### config.mk
export PLATFORM = sky130hd
export DESIGN_NAME = ex_muldiv_iter
export DESIGN_NICKNAME = d
export VERILOG_FILES = /design/src/rtl/ex_muldiv_iter.sv
export SDC_FILE = /design/constraint.sdc
export NUM_CORES = 1
export LEC_CHECK = 0
export ABC_AREA = 1
export CAP_MARGIN = 20
export CELL_PAD_IN_SITES_DETAIL_PLACEMENT = 2
export CELL_PAD_IN_SITES_GLOBAL_PLACEMENT = 2
export CORE_MARGIN = 1.5
export CORE_UTILIZATION = 33
export CTS_CLUSTER_SIZE = 40
export DETAILED_ROUTE_END_ITERATION = 12
export PLACE_DENSITY = 0.92
export SLEW_MARGIN = 20
export SYNTH_ARGS = -nofsm -noshare
export SYNTH_HDL_FRONTEND = slang
export SYNTH_SLANG_ARGS = --single-unit
export TNS_END_PERCENT = 30
### constraint.sdc
create_clock -name clk -period 4.9 [get_ports clk]
set_clock_uncertainty 0.15 [all_clocks]
set_input_delay 0.49 -clock clk [delete_from_list [all_inputs] [get_ports clk]]
set_output_delay 0.49 -clock clk [all_outputs]
set_load 0.03 [all_outputs]
### src/rtl/ex_muldiv_iter.sv
// ex_muldiv_iter: iterative shift-add multiplier / restoring divider for EX; define MULDIV_EARLY_OUT_EN for multiply early-out
module ex_muldiv_iter #(
  parameter int WIDTH = 16,
  parameter int CNT_W = $clog2(WIDTH) + 1
) (
  input  logic             clk,
  input  logic             rst_n,
  input  logic             start,
  input  logic [1:0]       op,
  input  logic             sign,
  input  logic [WIDTH-1:0] op_a,
  input  logic [WIDTH-1:0] op_b,
  input  logic             flush,
  output logic             busy,
  output logic             done,
  output logic [WIDTH-1:0] result,
  output logic             div_zero
);
  typedef enum logic [1:0] {IDLE, CALC, DONE} state_t;
  localparam logic [CNT_W-1:0] LAST = CNT_W'(WIDTH - 1);
  state_t state_q, state_d;
  logic [CNT_W-1:0] cnt_q, cnt_d;
  logic [1:0] op_q, op_d;
  logic neg_q, neg_d, nrem_q, nrem_d, div_zero_q, div_zero_d;
  logic [WIDTH-1:0] a_q, a_d, result_q, result_d;
  logic [2*WIDTH-1:0] acc_q, acc_d;
  logic a_neg, b_neg, finish, accept, dz_start;
  logic [WIDTH-1:0] mag_a, mag_b, fin_res;
  logic [WIDTH:0] sum, trial, diff;
  logic [2*WIDTH-1:0] mul_nx, div_nx, step, fin_acc, prod;
  // operand conditioning, one iteration step and final sign correction
  always_comb begin
    a_neg = sign & op_a[WIDTH-1];
    b_neg = sign & op_b[WIDTH-1];
    mag_a = a_neg ? -op_a : op_a;
    mag_b = b_neg ? -op_b : op_b;
    accept = ~flush & (state_q == IDLE) & start;
    dz_start = op[1] & (op_b == '0);
    sum = {1'b0, acc_q[2*WIDTH-1:WIDTH]} + (acc_q[0] ? {1'b0, a_q} : '0);
    mul_nx = {sum, acc_q[WIDTH-1:1]};
    trial = {acc_q[2*WIDTH-1:WIDTH], acc_q[WIDTH-1]};
    diff = trial - {1'b0, a_q};
    div_nx = diff[WIDTH] ? {trial[WIDTH-1:0], acc_q[WIDTH-2:0], 1'b0}
                         : {diff[WIDTH-1:0], acc_q[WIDTH-2:0], 1'b1};
    step = op_q[1] ? div_nx : mul_nx;
`ifdef MULDIV_EARLY_OUT_EN
    finish = (cnt_q == LAST) | (~op_q[1] & ~|(mul_nx[WIDTH-1:0] & ({WIDTH{1'b1}} >> (cnt_q + 1'b1))));
    fin_acc = op_q[1] ? step : mul_nx >> (LAST - cnt_q);
`else
    finish = cnt_q == LAST;
    fin_acc = step;
`endif
    prod = neg_q ? -fin_acc : fin_acc;
    fin_res = ~op_q[1] ? (op_q[0] ? prod[2*WIDTH-1:WIDTH] : prod[WIDTH-1:0])
            : op_q[0] ? (nrem_q ? -fin_acc[2*WIDTH-1:WIDTH] : fin_acc[2*WIDTH-1:WIDTH])
            : (neg_q ? -fin_acc[WIDTH-1:0] : fin_acc[WIDTH-1:0]);
  end
  // next state: flush beats start and completion
  always_comb begin
    state_d = flush ? IDLE
            : state_q == IDLE ? (start ? (dz_start ? DONE : CALC) : IDLE)
            : state_q == CALC ? (finish ? DONE : CALC)
            : IDLE;
  end
  // datapath register updates: capture on accept, iterate in CALC, load result on completion
  always_comb begin
    cnt_d = cnt_q;
    op_d = op_q;
    neg_d = neg_q;
    nrem_d = nrem_q;
    a_d = a_q;
    acc_d = acc_q;
    result_d = result_q;
    div_zero_d = div_zero_q;
    if (accept) begin
      cnt_d = '0;
      op_d = op;
      neg_d = a_neg ^ b_neg;
      nrem_d = a_neg;
      a_d = op[1] ? mag_b : mag_a;
      acc_d = {{WIDTH{1'b0}}, op[1] ? mag_a : mag_b};
      result_d = dz_start ? (op[0] ? op_a : '1) : result_q;
      div_zero_d = dz_start ? 1'b1 : div_zero_q;
    end else if (~flush & (state_q == CALC)) begin
      cnt_d = cnt_q + 1'b1;
      acc_d = step;
      result_d = finish ? fin_res : result_q;
      div_zero_d = finish ? 1'b0 : div_zero_q;
    end
  end
  // outputs: a flushed DONE cycle does not count as completion
  always_comb begin
    busy = state_q == CALC;
    done = (state_q == DONE) & ~flush;
    result = result_q;
    div_zero = div_zero_q;
  end
  // state register
  always_ff @(posedge clk or negedge rst_n) begin
    if (!rst_n) state_q <= IDLE;
    else state_q <= state_d;
  end
  // datapath registers
  always_ff @(posedge clk or negedge rst_n) begin
    if (!rst_n) begin
      cnt_q <= '0;
      op_q <= '0;
      neg_q <= 1'b0;
      nrem_q <= 1'b0;
      a_q <= '0;
      acc_q <= '0;
      result_q <= '0;
      div_zero_q <= 1'b0;
    end else begin
      cnt_q <= cnt_d;
      op_q <= op_d;
      neg_q <= neg_d;
      nrem_q <= nrem_d;
      a_q <= a_d;
      acc_q <= acc_d;
      result_q <= result_d;
      div_zero_q <= div_zero_d;
    end
  end
endmodule

==> impl_metrics.py <==
metrics = {
    "grt": {
        "gr-usage-met2": 0.608,
        "grt.total_usage": 0.344,
        "grt_max_degree": 45,
        "grt_busiest_layer": "met2",
        "grt_pass1_wl_um": 67700,
        "overflow": 0,
        "antenna_found_initial": 1,
        "gr-usage-met3": 0.0490,
        "grt_pass1_vias": 11100,
        "grtUsageMet1": 0.395,
    },
    "worst_setup_path": {
        "reg2reg_depth": 29,
        "slowest_stage": "dfrtp_1",
        "worstReg2RegStart": "a_q[14]",
        "slowest_delay_ps": 450,
        "arrival_ps": 4800,
        "crit_end": "result[6]",
        "path_class": "reg -> reg",
        "crit_top_cell": "nand2_1",
        "cp-startpoint": "a_q[14]",
        "worst_ep_required_time_ps": 5040,
        "rr_endpoint": "result[6]",
        "r2r_slack_ps": 240,
        "end_kind": "register",
        "crit_path_start_kind": "register",
        "cp_max_fo": 17,
    },
    "floorplanning": {
        "ios": 58,
        "row_count": 57,
        "die-area_um2": 26100,
        "die_h_um": 162,
        "die_x_um": 162,
        "core_um2": 24500,
        "start_util": 0.339,
    },
    "placement": {
        "gp_congestion": 0.891,
        "portBuffers": 57,
        "pre_cts_ws_ps": 219,
        "post-dp-hpwl_um": 32700,
    },
    "detailed_routing": {
        "route.detailed.drc": 0,
        "antenna_left": 0,
        "vias": 10100,
        "wl_um": 44300,
        "viasPerCell": 5.85,
        "wire_per_inst_um": 25.8,
        "drt_iter0_markers": 855,
        "drt-pass1-iter-count": 8,
    },
    "synthesis": {
        "synth_cells": 1349,
        "synth_edf_count": 0,
        "yosys_warnings": 0,
        "synthArstFlopShare": 1.00,
        "yosysTopAreaCellShare": 0.229,
        "syn_area_um2": 8290,
        "syn_nets": 1428,
        "ys.flop_type": "dfrtp_1",
        "synth_area_per_cell_um2": 6.15,
        "synth-seq-cells": 76,
        "synthTopCellsByArea": "dfrtp_1, nand2_1, inv_1, nand3_1, ha_1",
        "synth.largest_area_cell": "dfrtp_1",
        "yosysUniqueCellTypes": 53,
        "yosysSeqAreaShare": 0.229,
    },
    "sta": {
        "hold_viol": 0,
        "maxSlewHeadroom": 0.327,
        "rsz0062_at_grt": "no",
        "setup_violations": 0,
        "fmax_ghz": 0.214,
        "post-route-min-period_ps": 4660,
        "tns_ps": 0,
        "whs_ps": 346,
        "slew_viol_final": 0,
        "worst_slack_ps": 236,
        "fin_crit_sh": 0.952,
        "tightestPinTransition_ps": 1010,
    },
    "final_layout": {
        "area_delta_synth_final_pct": 14.9,
        "fillers": 2996,
        "nets": 1469,
        "drive_gt1_frac": 0.0760,
        "antennaDiodeCount": 0,
        "final_core_util": 0.390,
    },
    "clock_network": {
        "clock_latency_ps": 360,
        "numCtsBuffers": 9,
        "cts_tree": "done",
        "h-tree-depth": 3,
        "cts.path.max_buffers": 2,
        "path_clk_slew_ps": 60,
        "clockRootBuffer": "clkbuf_16",
        "cts.sinks": 76,
    },
    "pwr": {
        "power_leakage_nw": 4.90,
        "irDropWorstVdd_mv": 0.246,
        "powerDensity_nw_per_um2": 696,
    },
    "status": {
        "status": "finished, final reports clean",
    },
    "job": {
        "maxCapViolations": 0,
    },
    "worst_hold_path": {
        "min_path_type": "reg -> reg",
    },
}
## cell usage after synthesis, types with 13 or more instances
master and count:
o21ai_0 72, o22ai_1 17, clkbuf_1 26, a21oi_1 51
ha_1 38, nor2_2 13, xor2_1 32, nand2_1 414
inv_1 194, o221ai_1 22, dfrtp_1 76, nand2_2 20
nor2_1 109, xnor2_1 15, nand3_1 126
## layout by cell type, fill, tap and decap left out, types with 3 or more instances in the layout
cell type        instances
o21ai_0                 72
nand2_4                  5
nand3b_1                 7
nand4_1                  4
clkinv_1                 6
a22oi_1                  4
and2_1                   3
inv_2                    8
clkinv_4                 3
inv_1                  193
nor2_2                  10
xor2_1                  32
clkdlybuf4s50_1         56
buf_4                   15
or2_2                    3
nand2_1                414
o22ai_1                 17
o221ai_1                22
xnor2_1                 15
o211ai_1                 6
nor3_1                  12
clkbuf_16                9
nor4_1                   4
nand3_2                  6
nor3_2                   3
nor2_1                 108
a21oi_1                 51
nand2_2                 20
nor2_4                   7
nand3_1                126
o21ai_1                  7
o21ai_4                  3
dfrtp_1                 74
ha_1                    38
a31oi_1                  4
## area by class of cell
class | count | area (µm²) | share of cell area
multi-input combinational | 1024 | 5430 | 0.570
timing repair buffer | 72 | 683 | 0.0717
inverter | 207 | 777 | 0.0815
clock inverter | 7 | 101 | 0.0106
tap | 324 | 405 | 0.0425
sequential | 76 | 1900 | 0.200
clock buffer | 9 | 225 | 0.0236
## worst min path at each step
stage,to,from,depth (start not counted)
4_1_cts,result[5],result[5],2
3_5_place_dp,result[2],rst_n,1
6_report,result[15],result[15],2
3_3_place_gp,result[3],result[3],2
5_1_grt,result[5],result[5],2
2_1_floorplan,a_q[0],rst_n,0
## through the flow
stage / power [mW] / cells / area [µm²]
after CTS: 6.51 / 1718 / 9490
final: 6.64 / 1719 / 9530
after floorplan: 4.08 / 1349 / 8290
after global placement: 5.22 / 1700 / 9150
after global routing: 7.03 / 1719 / 9530
after detailed placement: 5.59 / 1700 / 9150
## power by group
group	total, mW	internal, mW	switching [mW]
Clock	0.774	0.450	0.325
Combinational	4.84	1.36	3.48
Sequential	1.03	0.771	0.255
## cell families (layout without fill, tap and decap cells)
logic type                 count (synthesis)  count (layout)  share of synthesized area
buffers and inverters                    249             295                      0.119
DFF                                       76              76                      0.229
AOI/OAI and AO/OA                        202             202                      0.152
and+or+nand+nor                          735             735                      0.388
adders and majority gates                 40              40                     0.0622
xor gates and xnor gates                  47              47                     0.0496
## flip-flops by register name, indices dropped and copies added, names as in the netlist
| name | cells |
|---|---|
| a_q | 16 |
| state_q | 2 |
| div_zero | 1 |
| neg_q | 1 |
| acc_q | 32 |
| op_q | 2 |
| nrem_q | 1 |
| result | 16 |
| cnt_q | 5 |
## routing by layer
metal / part of all wire / wire length (µm) / vias up
li1: - / - / 4416
met1: 0.39 / 17200 / 5067
met2: 0.50 / 22100 / 409
met3: 0.051 / 2280 / 159
met4: 0.062 / 2740 / 2
met5: 0.00029 / 13 / -
## timing repair
item / in CTS / in global routing
pin swaps: 1 / 2
buffers inserted: 1 / 1
gates resized for setup: 0 / 7
hold buffers: 1 / 0
hold endpoints to repair: 32 / 0
endpoints found under the setup margin: 2 / 5
## critical path, delay by kind of cell, from the launching register on
kind / cells / cell delay [ps]
DFF: 1 / 450
buffers and inverters: 4 / 240
xor gates and xnor gates: 1 / 200
and+or+nand+nor: 20 / 2510
AOI/OAI and AO/OA: 2 / 470
adders and majority gates: 2 / 540
No activity file was read; power rests on OpenSTA's default activity.
